**src/rtl/core_bus_pkg.sv**
```systemverilog
// Shared widths, opcodes and FSM state encoding for the core bus arbiter.
package core_bus_pkg;

    localparam int INSTR_W = 8;
    localparam int ADDR_W  = 24;
    localparam int DATA_W  = 32;

    localparam logic [INSTR_W-1:0] INSTR_NOP   = 8'h00;
    localparam logic [INSTR_W-1:0] INSTR_WRITE = 8'h01;
    localparam logic [INSTR_W-1:0] INSTR_READ  = 8'h02;

    typedef enum logic [1:0] {
        IDLE  = 2'd0,
        ISSUE = 2'd1,
        WAIT  = 2'd2,
        DONE  = 2'd3
    } state_t;

endpackage

```
**src/rtl/core_bus_arbiter_rr_arbiter.sv**
```systemverilog
// Combinational round-robin pick: first asserted request at or above rr_ptr,
// wrapping modulo NUM_REQ. Produces a one-hot grant plus its index.
module rr_arbiter #(
    parameter int NUM_REQ = 2,
    parameter int IDX_W   = (NUM_REQ > 1) ? $clog2(NUM_REQ) : 1
) (
    input  logic [NUM_REQ-1:0] req,
    input  logic [IDX_W-1:0]   rr_ptr,
    output logic [NUM_REQ-1:0] gnt_oh,
    output logic [IDX_W-1:0]   gnt_idx,
    output logic               gnt_valid
);

    logic [IDX_W:0]   w_sum;
    logic [IDX_W-1:0] w_pos;

    // Scan from the farthest position back to rr_ptr so the last hit is the first in order
    always_comb begin
        gnt_idx = '0;
        w_sum   = '0;
        w_pos   = '0;
        for (int k = NUM_REQ - 1; k >= 0; k--) begin
            w_sum   = {1'b0, rr_ptr} + (IDX_W+1)'(k);
            w_sum   = (w_sum >= (IDX_W+1)'(NUM_REQ)) ? (w_sum - (IDX_W+1)'(NUM_REQ)) : w_sum;
            w_pos   = w_sum[IDX_W-1:0];
            gnt_idx = req[w_pos] ? w_pos : gnt_idx;
        end
        gnt_valid = |req;
        gnt_oh    = {{(NUM_REQ-1){1'b0}}, gnt_valid} << gnt_idx;
    end

endmodule

```
**src/rtl/core_bus_arbiter.sv**
```systemverilog
// Round-robin owner of the shared core bus: issue pulse, read-latency wait, done.
// Optional address range rejection is enabled by defining CORE_BUS_ADDR_CHECK_EN.
module core_bus_arbiter
    import core_bus_pkg::*;
#(
    parameter int                NUM_REQ      = 2,
    parameter int                READ_LATENCY = 2,
    parameter logic [ADDR_W-1:0] ADDR_LO      = 24'h000000,
    parameter logic [ADDR_W-1:0] ADDR_HI      = 24'hFFFFFF
) (
    input  logic                        clock,
    input  logic                        reset_n,
    input  logic [NUM_REQ-1:0]          req,
    input  logic [NUM_REQ*INSTR_W-1:0]  req_instr,
    input  logic [NUM_REQ*ADDR_W-1:0]   req_addr,
    input  logic [NUM_REQ*DATA_W-1:0]   req_wdata,
    output logic [NUM_REQ-1:0]          gnt,
    output logic [NUM_REQ-1:0]          done,
    output logic [NUM_REQ-1:0]          err,
    output logic [DATA_W-1:0]           rdata,
    output logic [INSTR_W-1:0]          instr_bus,
    output logic [ADDR_W-1:0]           addr_bus,
    output logic [DATA_W-1:0]           val_in_bus,
    input  logic [DATA_W-1:0]           val_out_bus
);

    localparam int IDX_W = (NUM_REQ > 1) ? $clog2(NUM_REQ) : 1;
    localparam int CNT_W = (READ_LATENCY > 1) ? $clog2(READ_LATENCY) : 1;

    state_t             r_state, w_state_nxt;
    logic [NUM_REQ-1:0] r_gnt, w_gnt_nxt, r_done, w_done_nxt;
    logic [NUM_REQ-1:0] r_owner_oh, w_owner_oh_nxt;
    logic [IDX_W-1:0]   r_owner_idx, w_owner_idx_nxt, r_rr_ptr, w_rr_ptr_nxt;
    logic [CNT_W-1:0]   r_cnt, w_cnt_nxt;
    logic [INSTR_W-1:0] r_instr_bus, w_instr_nxt;
    logic [ADDR_W-1:0]  r_addr_bus, w_addr_nxt;
    logic [DATA_W-1:0]  r_val_in_bus, w_val_in_nxt, r_rdata, w_rdata_nxt;

    logic [NUM_REQ-1:0] w_pick_oh;
    logic [IDX_W-1:0]   w_pick_idx;
    logic               w_pick_valid;
    logic [INSTR_W-1:0] w_sel_instr;
    logic [ADDR_W-1:0]  w_sel_addr;
    logic [DATA_W-1:0]  w_sel_wdata;

    // A reversed range can never accept an address; flag it structurally only.
    if (ADDR_HI < ADDR_LO) begin : g_addr_range_reversed
    end

    rr_arbiter #(
        .NUM_REQ (NUM_REQ),
        .IDX_W   (IDX_W)
    ) u_rr_arbiter (
        .req       (req),
        .rr_ptr    (r_rr_ptr),
        .gnt_oh    (w_pick_oh),
        .gnt_idx   (w_pick_idx),
        .gnt_valid (w_pick_valid)
    );

    assign w_sel_instr = req_instr[int'(w_pick_idx)*INSTR_W +: INSTR_W];
    assign w_sel_addr  = req_addr[int'(w_pick_idx)*ADDR_W +: ADDR_W];
    assign w_sel_wdata = req_wdata[int'(w_pick_idx)*DATA_W +: DATA_W];

`ifdef CORE_BUS_ADDR_CHECK_EN
    logic               w_addr_ok;
    logic               r_rej, w_rej_nxt;
    logic [NUM_REQ-1:0] r_err, w_err_nxt;
    assign w_addr_ok = (w_sel_addr >= ADDR_LO) && (w_sel_addr <= ADDR_HI);
    assign err       = r_err;
`else
    assign err = '0;
`endif

    // Next-state and next-output decode
    always_comb begin
        w_state_nxt     = r_state;
        w_gnt_nxt       = '0;
        w_done_nxt      = '0;
        w_instr_nxt     = INSTR_NOP;
        w_addr_nxt      = r_addr_bus;
        w_val_in_nxt    = r_val_in_bus;
        w_rdata_nxt     = r_rdata;
        w_cnt_nxt       = r_cnt;
        w_owner_oh_nxt  = r_owner_oh;
        w_owner_idx_nxt = r_owner_idx;
        w_rr_ptr_nxt    = r_rr_ptr;
`ifdef CORE_BUS_ADDR_CHECK_EN
        w_rej_nxt       = r_rej;
        w_err_nxt       = '0;
`endif
        case (r_state)
            IDLE: begin
                if (w_pick_valid) begin
                    w_owner_oh_nxt  = w_pick_oh;
                    w_owner_idx_nxt = w_pick_idx;
                    w_addr_nxt      = w_sel_addr;
                    w_val_in_nxt    = w_sel_wdata;
                    w_gnt_nxt       = w_pick_oh;
`ifdef CORE_BUS_ADDR_CHECK_EN
                    if (w_addr_ok) begin
                        w_instr_nxt = w_sel_instr;
                        w_state_nxt = ISSUE;
                    end else begin
                        w_rej_nxt   = 1'b1;
                        w_state_nxt = DONE;
                    end
`else
                    w_instr_nxt = w_sel_instr;
                    w_state_nxt = ISSUE;
`endif
                end else begin
                    w_state_nxt = IDLE;
                end
            end
            ISSUE: begin
                if (r_instr_bus == INSTR_READ) begin
                    w_cnt_nxt   = CNT_W'(READ_LATENCY - 1);
                    w_state_nxt = WAIT;
                end else begin
                    w_done_nxt  = r_owner_oh;
                    w_state_nxt = DONE;
                end
            end
            WAIT: begin
                if (r_cnt == '0) begin
                    w_rdata_nxt = val_out_bus;
                    w_done_nxt  = r_owner_oh;
                    w_state_nxt = DONE;
                end else begin
                    w_cnt_nxt = r_cnt - CNT_W'(1);
                end
            end
            DONE: begin
`ifdef CORE_BUS_ADDR_CHECK_EN
                // A rejected grant spends one extra DONE cycle so done lands a cycle after gnt
                if (r_rej) begin
                    w_rej_nxt  = 1'b0;
                    w_done_nxt = r_owner_oh;
                    w_err_nxt  = r_owner_oh;
                end else begin
                    w_rr_ptr_nxt = (r_owner_idx == IDX_W'(NUM_REQ - 1)) ? '0 : r_owner_idx + IDX_W'(1);
                    w_state_nxt  = IDLE;
                end
`else
                w_rr_ptr_nxt = (r_owner_idx == IDX_W'(NUM_REQ - 1)) ? '0 : r_owner_idx + IDX_W'(1);
                w_state_nxt  = IDLE;
`endif
            end
            default: begin
                w_state_nxt = IDLE;
            end
        endcase
    end

    // State and registered outputs
    always_ff @(posedge clock or negedge reset_n) begin
        if (!reset_n) begin
            r_state      <= IDLE;
            r_gnt        <= '0;
            r_done       <= '0;
            r_instr_bus  <= INSTR_NOP;
            r_addr_bus   <= '0;
            r_val_in_bus <= '0;
            r_rdata      <= '0;
            r_cnt        <= '0;
            r_owner_oh   <= '0;
            r_owner_idx  <= '0;
            r_rr_ptr     <= '0;
`ifdef CORE_BUS_ADDR_CHECK_EN
            r_rej        <= 1'b0;
            r_err        <= '0;
`endif
        end else begin
            r_state      <= w_state_nxt;
            r_gnt        <= w_gnt_nxt;
            r_done       <= w_done_nxt;
            r_instr_bus  <= w_instr_nxt;
            r_addr_bus   <= w_addr_nxt;
            r_val_in_bus <= w_val_in_nxt;
            r_rdata      <= w_rdata_nxt;
            r_cnt        <= w_cnt_nxt;
            r_owner_oh   <= w_owner_oh_nxt;
            r_owner_idx  <= w_owner_idx_nxt;
            r_rr_ptr     <= w_rr_ptr_nxt;
`ifdef CORE_BUS_ADDR_CHECK_EN
            r_rej        <= w_rej_nxt;
            r_err        <= w_err_nxt;
`endif
        end
    end

    assign gnt        = r_gnt;
    assign done       = r_done;
    assign instr_bus  = r_instr_bus;
    assign addr_bus   = r_addr_bus;
    assign val_in_bus = r_val_in_bus;
    assign rdata      = r_rdata;

endmodule

```
**config.mk**
```make
export PLATFORM = sky130hd
export DESIGN_NAME = core_bus_arbiter
export DESIGN_NICKNAME = d
export VERILOG_FILES = /design/src/rtl/core_bus_pkg.sv /design/src/rtl/core_bus_arbiter_rr_arbiter.sv /design/src/rtl/core_bus_arbiter.sv
export SDC_FILE = /design/constraint.sdc
export NUM_CORES = 1
export LEC_CHECK = 0
export CAP_MARGIN = 20
export CORE_MARGIN = 2
export CORE_UTILIZATION = 35
export DETAILED_ROUTE_END_ITERATION = 8
export MAX_ROUTING_LAYER = met4
export PLACE_DENSITY = 0.85
export SYNTH_ARGS = -nofsm -noshare
export SYNTH_HDL_FRONTEND = slang
export SYNTH_HIERARCHICAL = 1
export SYNTH_SLANG_ARGS = --single-unit
```
**constraint.sdc**
```tcl
create_clock -name clock -period 1.8 [get_ports clock]
set_clock_uncertainty 0.2 [all_clocks]
set_input_delay 0.27 -clock clock [delete_from_list [all_inputs] [get_ports clock]]
set_output_delay 0.27 -clock clock [all_outputs]
set_load 0.01 [all_outputs]
```
==> impl_metrics.toml <==
[status]
status = "completed"

[pwr]
p_leak_nw = 3.542
power_mw = 12.04
ir_drop_mv = 0.6757
powerDensity_nw_per_um2 = 1505

[worst_setup_path]
cp.arrival_ns = 1.87
cp-end-kind = "register"
critPathBufInv = 0
rrSetupSlack_ns = 0.008
r2r-end = "r_cnt$_DFFE_PN0P_"
crit_type = "reg2reg"
crit_start = "instr_bus[6]$_DFF_PN0_"
cp-start-kind = "register"
cp.depth = 3
crit_family = "simple AND/OR/NAND/NOR gates"
reg2reg_depth = 3
worstPathRequired_ns = 1.88
worstPathCellList = "or4_4 -> or4b_4 -> nand3_2"
path_max_fanout = 2
max_stage_delay_ns = 0.54
r2r_start = "instr_bus[6]$_DFF_PN0_"
cp_slowest_cell = "or4_4"
crit_end = "r_cnt$_DFFE_PN0P_"

[logic_synthesis]
netlist.area_leader.share = 0.5825
yosys_warnings = 6
synth_top_flop_cell = "dfrtp_1"
synthAdderAreaFrac = 0.01089
synth.most_common_cell = "dfrtp_1"
ys_top_cells_by_area = "dfrtp_1, mux2i_1, mux2_2, o21ai_0, nand2_1"
synthXorXnorAreaFrac = 0
async_flop_share = 1.000
synthMuxAreaShare = 0.2199
synth_top_family_by_area = "multiplexers"
netlist_instances = 393
post-synth-top-area-cell = "dfrtp_1"
synth_area_um2 = 4597
ys_types = 26
synth_edf_count = 0
synth_common_cells = "dfrtp_1, mux2i_1, nand2_1, o21ai_0, mux2_2"
synth_compound_area_frac = 0.07921
ys_seq_area_frac = 0.5825
synthSimpleGateAreaFrac = 0.07703
synth_seq_cells = 107
avgSynthCellArea_um2 = 11.70

[place]
port-buffer-count = 263
hpwlAfterDp_mm = 10.81
placed_area_um2 = 7665
dpl.cell_count = 830
gp_congestion = 0.7444

[sta]
drv_slew = 0
final_hold_viol_count = 0
holdWs_ns = 0.2127
setup-violations-final = 0
fin_crit_ns = 1.792
fin_crit_sh = 0.9957
clock.fmax_mhz = 558.0
fin_tns_setup_ns = 0
rsz0062_at_grt = "true"

[route]
vias_per_cell = 4.731
vias = 4007
dr.pass1.iters = 4
drt-total-wl_mm = 13.45
drc_errors = 0
postRouteAntennaNets = 0
drt_iter0_drc = 129
wl_per_cell_um = 15.87

[cts]
cts_tree = "yes"
cts_sinks = 107
clock_path_buffers = 2
cts.clk_slew.worst_paths_ns = 0.07
insertion_delay_ns = 0.34
cts_root_buf = "clkbuf_16"
cts_max_level = 3
cts_made_buffers = 9

[grt]
grt_pass1_wl_mm = 21.47
grt_remaining_overflow = 0
grt_max_degree = 51
grt_usage = 0.1980
grt_pass1_vias = 4312
grt_antenna_before_repair = 0

[cells_and_area]
synthToLayoutAreaGrowth_pct = 74.03
fill_cells = 1014
multi_input_area_um2 = 1821
num_antenna_cells = 0
drive_above_1_share = 0.1126
final_area_um2 = 8000
nets = 838
regArea_um2 = 2678
final_cells = 847

[floorplan]
io_pins = 266
die_w_um = 118.6
rows = 41
chipHeight_um = 118.6
core_area_um2 = 12720
initial_core_util = 0.3613
die_area_um2 = 14070

[hold_path]
hp-class = "in2async"

[flow_run]
cap_violations = 0
worst reg2reg max path, cell delays in order, from the launching register on:
cell	delay, ns
dfrtp_1	0.38
or4_4	0.54
or4b_4	0.53
nand3_2	0.08
layout by cell type (no fill, tap or decap), drive strengths merged, types with 2 or more instances in the layout:
cell	instances
o21ai	59
a21o	2
nor2	9
clkinv	2
a21oi	2
nand2	64
conb	2
bufinv	2
or4b	2
dfrtp	107
a21boi	3
buf	28
nand2b	2
clkdlybuf4s50	261
inv	5
mux2i	65
and3	2
o211ai	2
mux2	32
ha	4
clkbuf	11
cells by family (layout without fill, tap and decap cells):
logic type | count (synthesis) | in the layout
DFF | 107 | 107
muxes | 97 | 97
and+or+nand+nor | 84 | 84
AOI/OAI and AO/OA | 69 | 69
buffers and inverters | 31 | 312
adders and majority gates | 4 | 4
other | 1 | 2
worst min-delay path by stage:
stage | startpoint | end | depth (start not counted)
detailed placement | reset_n | rdata[11]$_DFFE_PN0P_ | 1
floorplan | reset_n | addr_bus[0]$_DFFE_PN0P_ | 0
global route | reset_n | rdata[20]$_DFFE_PN0P_ | 2
CTS | reset_n | rdata[11]$_DFFE_PN0P_ | 2
finish | reset_n | rdata[11]$_DFFE_PN0P_ | 2
global placement | reset_n | rdata[15]$_DFFE_PN0P_ | 1
final cells by class:
type | count | area share
clock buffer | 11 | 0.02909
clock inverter | 5 | 0.009697
inverter | 5 | 0.002346
multi-input combinational | 256 | 0.2276
sequential | 107 | 0.3347
tap | 172 | 0.02690
timing repair buffer | 291 | 0.3697
per-stage QoR:
stage          setup slack, ns    util
2_1_floorplan         0.001663       -
3_3_place_gp           -0.1306  0.6025
3_5_place_dp           -0.2011  0.6025
4_1_cts               0.003930  0.6280
5_1_grt               -0.03658  0.6288
6_report              0.007816  0.6288
what timing repair did:
action | 4_1_cts | 5_1_grt
hold endpoints to repair | 30 | 0
hold buffers | 1 | 0
resized for setup | 1 | 4
setup endpoints to repair | 1 | 4
setup buffers | 0 | 0
pin swaps | 1 | 1
state kept, by name (all words and copies together) (netlist names):
signal       count
done             2
r_cnt            1
rdata           32
r_rr_ptr         1
gnt              2
r_owner_oh       2
instr_bus        8
r_state          2
addr_bus        24
r_owner_idx      1
val_in_bus      32
power breakdown:
group	switching (mW)	internal, mW
sequential	0.626	3.54
clock	0.843	1.22
combinational	2.45	3.36
layer usage:
| layer | vias to the layer above | GRT usage | wire, um |
|---|---|---|---|
| li1 | 1894 | - | - |
| met3 | 31 | 0.04633 | 971 |
| met5 | - | - | 0 |
| met4 | 0 | 0.08408 | 401 |
| met2 | 204 | 0.3448 | 6904 |
| met1 | 1878 | 0.2163 | 5169 |
Note: power is estimated with default switching activity, not from simulation.
==> patch 1 (same settings) <==
Take the reset off `r_addr_bus`, `r_val_in_bus` and `r_rdata` and load them in a clocked block of their own.
--- a/src/rtl/core_bus_arbiter.sv
+++ b/src/rtl/core_bus_arbiter.sv
@@ -160,9 +160,6 @@
             r_gnt        <= '0;
             r_done       <= '0;
             r_instr_bus  <= INSTR_NOP;
-            r_addr_bus   <= '0;
-            r_val_in_bus <= '0;
-            r_rdata      <= '0;
             r_cnt        <= '0;
             r_owner_oh   <= '0;
             r_owner_idx  <= '0;
@@ -176,9 +173,6 @@
             r_gnt        <= w_gnt_nxt;
             r_done       <= w_done_nxt;
             r_instr_bus  <= w_instr_nxt;
-            r_addr_bus   <= w_addr_nxt;
-            r_val_in_bus <= w_val_in_nxt;
-            r_rdata      <= w_rdata_nxt;
             r_cnt        <= w_cnt_nxt;
             r_owner_oh   <= w_owner_oh_nxt;
             r_owner_idx  <= w_owner_idx_nxt;
@@ -188,6 +182,12 @@
             r_err        <= w_err_nxt;
 `endif
         end
+    end
+
+    always_ff @(posedge clock) begin
+        r_addr_bus   <= w_addr_nxt;
+        r_val_in_bus <= w_val_in_nxt;
+        r_rdata      <= w_rdata_nxt;
     end
 
     assign gnt        = r_gnt;
Formal check against the unedited RTL: not equivalent (a bounded check fails within 4 cycles, from zero or initial values and one cycle with reset_n low).
==> patch 1 against the unedited design <==
  * Sequential share of layout area up 7.7 points
  * Cell area down 5.3%
  * Highest routed layer unchanged
  * Area after synthesis down 9.0%
  * Critical path type unchanged
  * Worst setup slack better by 14 ps
  * Fmax up 0.80%
  * Wire length down 5.5%
  * Sequential cell count unchanged
  * Power down 21%
  * Critical endpoint unchanged
==> patch 1: results (changes against the unedited design) <==
[routing] sum of routed wire length over all layers 12700 microns [-5.5%]
[power] Clk power 2.23 mW [+8%]
[synthesis] Post-synth top flop edfxtp_1
[place] total placed instance area 0.007136 sq mm [-6.9%]
[cts] cells resized by post-CTS repair 0 [-1]
[power] Leakage 2.830 nW [-20%]
[synthesis] dominant cells by area after synthesis edfxtp_1 (63%), mux2_2 (12%), dfrtp_1 (11%)
[routing] via density per instance 4.712 [-0.40%]
[synthesis] Synth Instances 231 [-41%]
[global_route] antenna violations before repair 1 [+1]
[synthesis] area share of fa/ha/maj cells after synthesis 1.196% [+0.11 points]
[layout] number of nets at the end of the flow 682 [-19%]
[synthesis] post-synthesis async set-or-reset flop share 17.76% [-82 points]
[synthesis] sequential element share of the synthesized area 74.50% [+16 points]
[routing] via count 3124 [-22%]
[global_route] number of global-route vias before repair 3273 [-24%]
[timing] WHS 78.55 ps [-134.1 ps]
[synthesis] Compound-Gate Fraction of Synth Area 2.003% [-5.9 points]
[power] peak ir drop on the vdd network 0.0004860 V [-28%]
[synthesis] leading post-synthesis cells by instance count edfxtp_1 (88), mux2_2 (45), dfrtp_1 (19)
[global_route] maximum number of pins on one net before global-route repair 43 [-16%]
[place] HPWL after DPL 9465 microns [-12%]
[layout] fraction of layout instances using a drive strength above 1 16.76% [+5.5 points]
[place] global placer's final weighted congestion 0.8292 [+11%]
[worst_setup_path] cell family contributing the most delay on the critical path simple AND/OR/NAND/NOR gates
[synthesis] share of cell area taken by muxes after synthesis 17.49% [-4.5 points]
[run_status] result of the run complete, no violations
[global_route] global-route wire length before repair 18150 microns [-15%]
[worst_setup_path] slowest stage cell, crit path or4b_4
[power] portion of total power attributed to combinational logic 36.1% [-12 points]
[place] cell count after placement 643 [-23%]
[power] overall power 9.528 mW [-21%]
[place] pre-CTS worst setup slack -340.6 ps [-139.5 ps]
[synthesis] count of flip-flops with a built-in enable after synthesis 88 [+88]
-- patch 1: area by class of cell --
cell class,instances,area (sq um)
well taps,143,178.9
multi-input cells,108,1022
repair buffers,281,2875
clock buffers,10,229.0
inverters,7,33.78
fillers,842,3993
diodes,1,2.502
flip-flops and latches,107,3118
clock inverters,6,112.6
-- patch 1: metal layers --
layer  wire length, microns  vias up  share of wire, %  GRT usage [%]
met1                   4605     1521                36          20.02
met4                    367        0               2.9          9.593
met3                    855       21               6.7          4.392
met5                      0        -                 0              -
li1                       -     1435                 -              -
met2                   6873      147                54          35.21
-- patch 1: worst max-delay path by stage --
stage / start / endpoint / slack (ps) / cells past startpoint
floorplan: r_state[0] / addr_bus[0] / -440 / 5
global placement: req[1] / addr_bus[11] / -320 / 4
detailed placement: req[1] / addr_bus[11] / -340 / 4
CTS: req[1] / addr_bus[10] / 0.3 / 4
global route: instr_bus[0] / r_cnt / -30 / 3
finish: instr_bus[0] / r_cnt / 20 / 3
==> patch 2 (config.mk and constraints unchanged) <==
Without the edit above. Set the package constant `DATA_W` to 40 (it was 32).
--- a/src/rtl/core_bus_pkg.sv
+++ b/src/rtl/core_bus_pkg.sv
@@ -3,7 +3,7 @@
 
     localparam int INSTR_W = 8;
     localparam int ADDR_W  = 24;
-    localparam int DATA_W  = 32;
+    localparam int DATA_W  = 40;
 
     localparam logic [INSTR_W-1:0] INSTR_NOP   = 8'h00;
     localparam logic [INSTR_W-1:0] INSTR_WRITE = 8'h01;
Interface: changed (resized rdata, req_wdata, val_in_bus and val_out_bus); port bits go from 266 to 306. No check against the original RTL was run, so the function may have changed too.
==> patch 2 against the unedited design <==
  * Power grew 21%
  * Clock power grew 72%
  * Die area grew 14%
  * Cell area grew 19%
  * Fmax grew 0.84%
  * Worst setup slack gained 15 ps
  * Utilization grew 2.2 points
  * First-iteration DRC count grew 5.4%
  * Wire length grew 22%
  * Area after synthesis grew 15%
  * Sequential cell count grew 16
  * Sequential power grew 13%
==> patch 2: results (changes against the unedited design) <==
[synthesis] area share of fa/ha/maj cells after synthesis 0.9506% [-0.14 points]
[cts] H-tree depth 4 [+1]
[synthesis] dominant cells by area after synthesis dfrtp_1 (58%), mux2i_1 (14%), nand2_1 (14%)
[global_route] global-route wire length before repair 25850 microns [+20%]
[routing] sum of routed wire length over all layers 16440 microns [+22%]
[worst_setup_path] Critical Path Max Stage Delay 530 ps
[layout] antenna fix cells 0 [unchanged]
[worst_setup_path] critical path arrival 1920 ps [+50 ps]
[worst_hold_path] type of the worst min-delay path input pin to asynchronous set/reset pin
[synthesis] Compound-Gate Fraction of Synth Area 7.676% [-0.24 points]
[cts] clock slew seen by the registers of the worst setup and hold paths 60 ps
[layout] Fill cells 1126 [+11%]
[cts] Clk Latency, worst-skew pair 410 ps [+70 ps]
[layout] fraction of layout instances using a drive strength above 1 7.558% [-3.7 points]
[synthesis] leading post-synthesis cells by instance count nand2_1 (192), dfrtp_1 (123), mux2i_1 (73)
[place] global placer's final weighted congestion 0.7901 [+6.1%]
[place] number of input and output port buffers inserted 303 [+15%]
[global_route] maximum number of pins on one net before global-route repair 72 [+41%]
[synthesis] share of cell area taken by muxes after synthesis 13.88% [-8.1 points]
[synthesis] number of distinct library cell variants in the gate-level netlist after synthesis 25 [-3.8%]
[place] total placed instance area 0.008741 sq mm [+14%]
[routing] via density per instance 4.703 [-0.59%]
[global_route] global-route met3 utilization 6.875% [+2.2 points]
[global_route] met1 Usage GRT 22.98% [+1.4 points]
[cts] TritonCTS Buffers 17 [+8]
[run_status] result of the run complete, no violations
[layout] final design instance area without fill 0.009493 sq mm [+19%]
[global_route] number of global-route vias before repair 5184 [+20%]
[power] Leakage 5.202 nW [+47%]
[place] HPWL after DPL 12560 microns [+16%]
[worst_setup_path] r2r startpoint instr_bus[5]
[routing] drt wl/cell 15.74 microns [-0.83%]
[routing] first-iteration detailed-routing DRC count 136 [+5.4%]
[global_route] global routing usage summed across all routing layers 21.11% [+1.3 points]
[power] switching power 5.005 mW [+28%]
[synthesis] Avg Synthesized Cell Area 9.953 sq um [-15%]
[global_route] met2 Use GR 36.27% [+1.8 points]
[worst_setup_path] worst setup path class flip-flop to flip-flop
## patch 2: cell count changes after synthesis, sizes merged
| cell | unedited run | this run |
|---|---|---|
| buf | 12 | 10 |
| mux2i | 65 | 73 |
| o21ai | 59 | 67 |
| mux2 | 32 | 0 |
| dfrtp | 107 | 123 |
| nand2 | 64 | 192 |
| clkbuf | 14 | 24 |
## patch 2: kinds of logic (layout without fill, tap and decap cells)
| kind of cell | after synthesis | count (layout) |
|---|---|---|
| and+or+nand+nor | 212 | 212 |
| buffers and inverters | 39 | 369 |
| adders and majority gates | 4 | 4 |
| AOI/OAI and AO/OA | 77 | 77 |
| other | 1 | 2 |
| muxes | 73 | 73 |
| DFF | 123 | 123 |
## patch 2: cell type report
class                   instances  area share, %
multi-input cells             368          21.76
flip-flops and latches        123          32.42
well taps                     184          2.425
inverters                       5         0.1977
clock inverters                11          1.779
repair buffers                332          36.77
clock buffers                  21          4.640
## patch 2: worst register-to-register path, stage by stage, from the launching register on
cell,delay [ps]
dfrtp_1,370
or4_4,530
or4b_1,510
nand3_1,100
## patch 2: how the worst min path moves through the flow
stage	startpoint	end	slack, ps	cells after the start
global placement	reset_n	val_in_bus[20]	-120	1
global route	reset_n	val_in_bus[20]	30	2
finish	reset_n	val_in_bus[20]	50	2
detailed placement	reset_n	val_in_bus[20]	-120	1
floorplan	reset_n	addr_bus[0]	-230	0
CTS	reset_n	val_in_bus[20]	20	2
## patch 2: power by group through the flow
stage                     clock network [mW]  registers, mW  logic, mW
after floorplan                            0           5.29       2.22
after CTS                               3.60           4.73       6.54
after global routing                    3.77           4.87       6.96
after detailed placement                   0           4.78       6.77
after global placement                     0           4.72       6.60
final                                   3.55           4.70       6.33
## patch 2: per-stage QoR
stage	TNS, ps	setup WS, ps	total power, mW
after CTS	0	0.09681	14.87
after floorplan	0	7.705	7.513
after global routing	-11.72	-11.46	15.59
after detailed placement	-12550	-237.0	11.55
after global placement	-9131	-162.7	11.32
final	0	22.72	14.57
## patch 2: what timing repair did
action                                  CTS  global route
gates resized for setup                  36            69
hold buffers                              1             0
endpoints found under the setup margin   36            98
hold endpoints to repair                123             0
## patch 2: metal layers
layer  share of wire (%)  up-vias
li1                    -     2376
met1                  38     2291
met2                  52      213
met3                 7.9       30
met4                 2.2        0
met5                   0        -
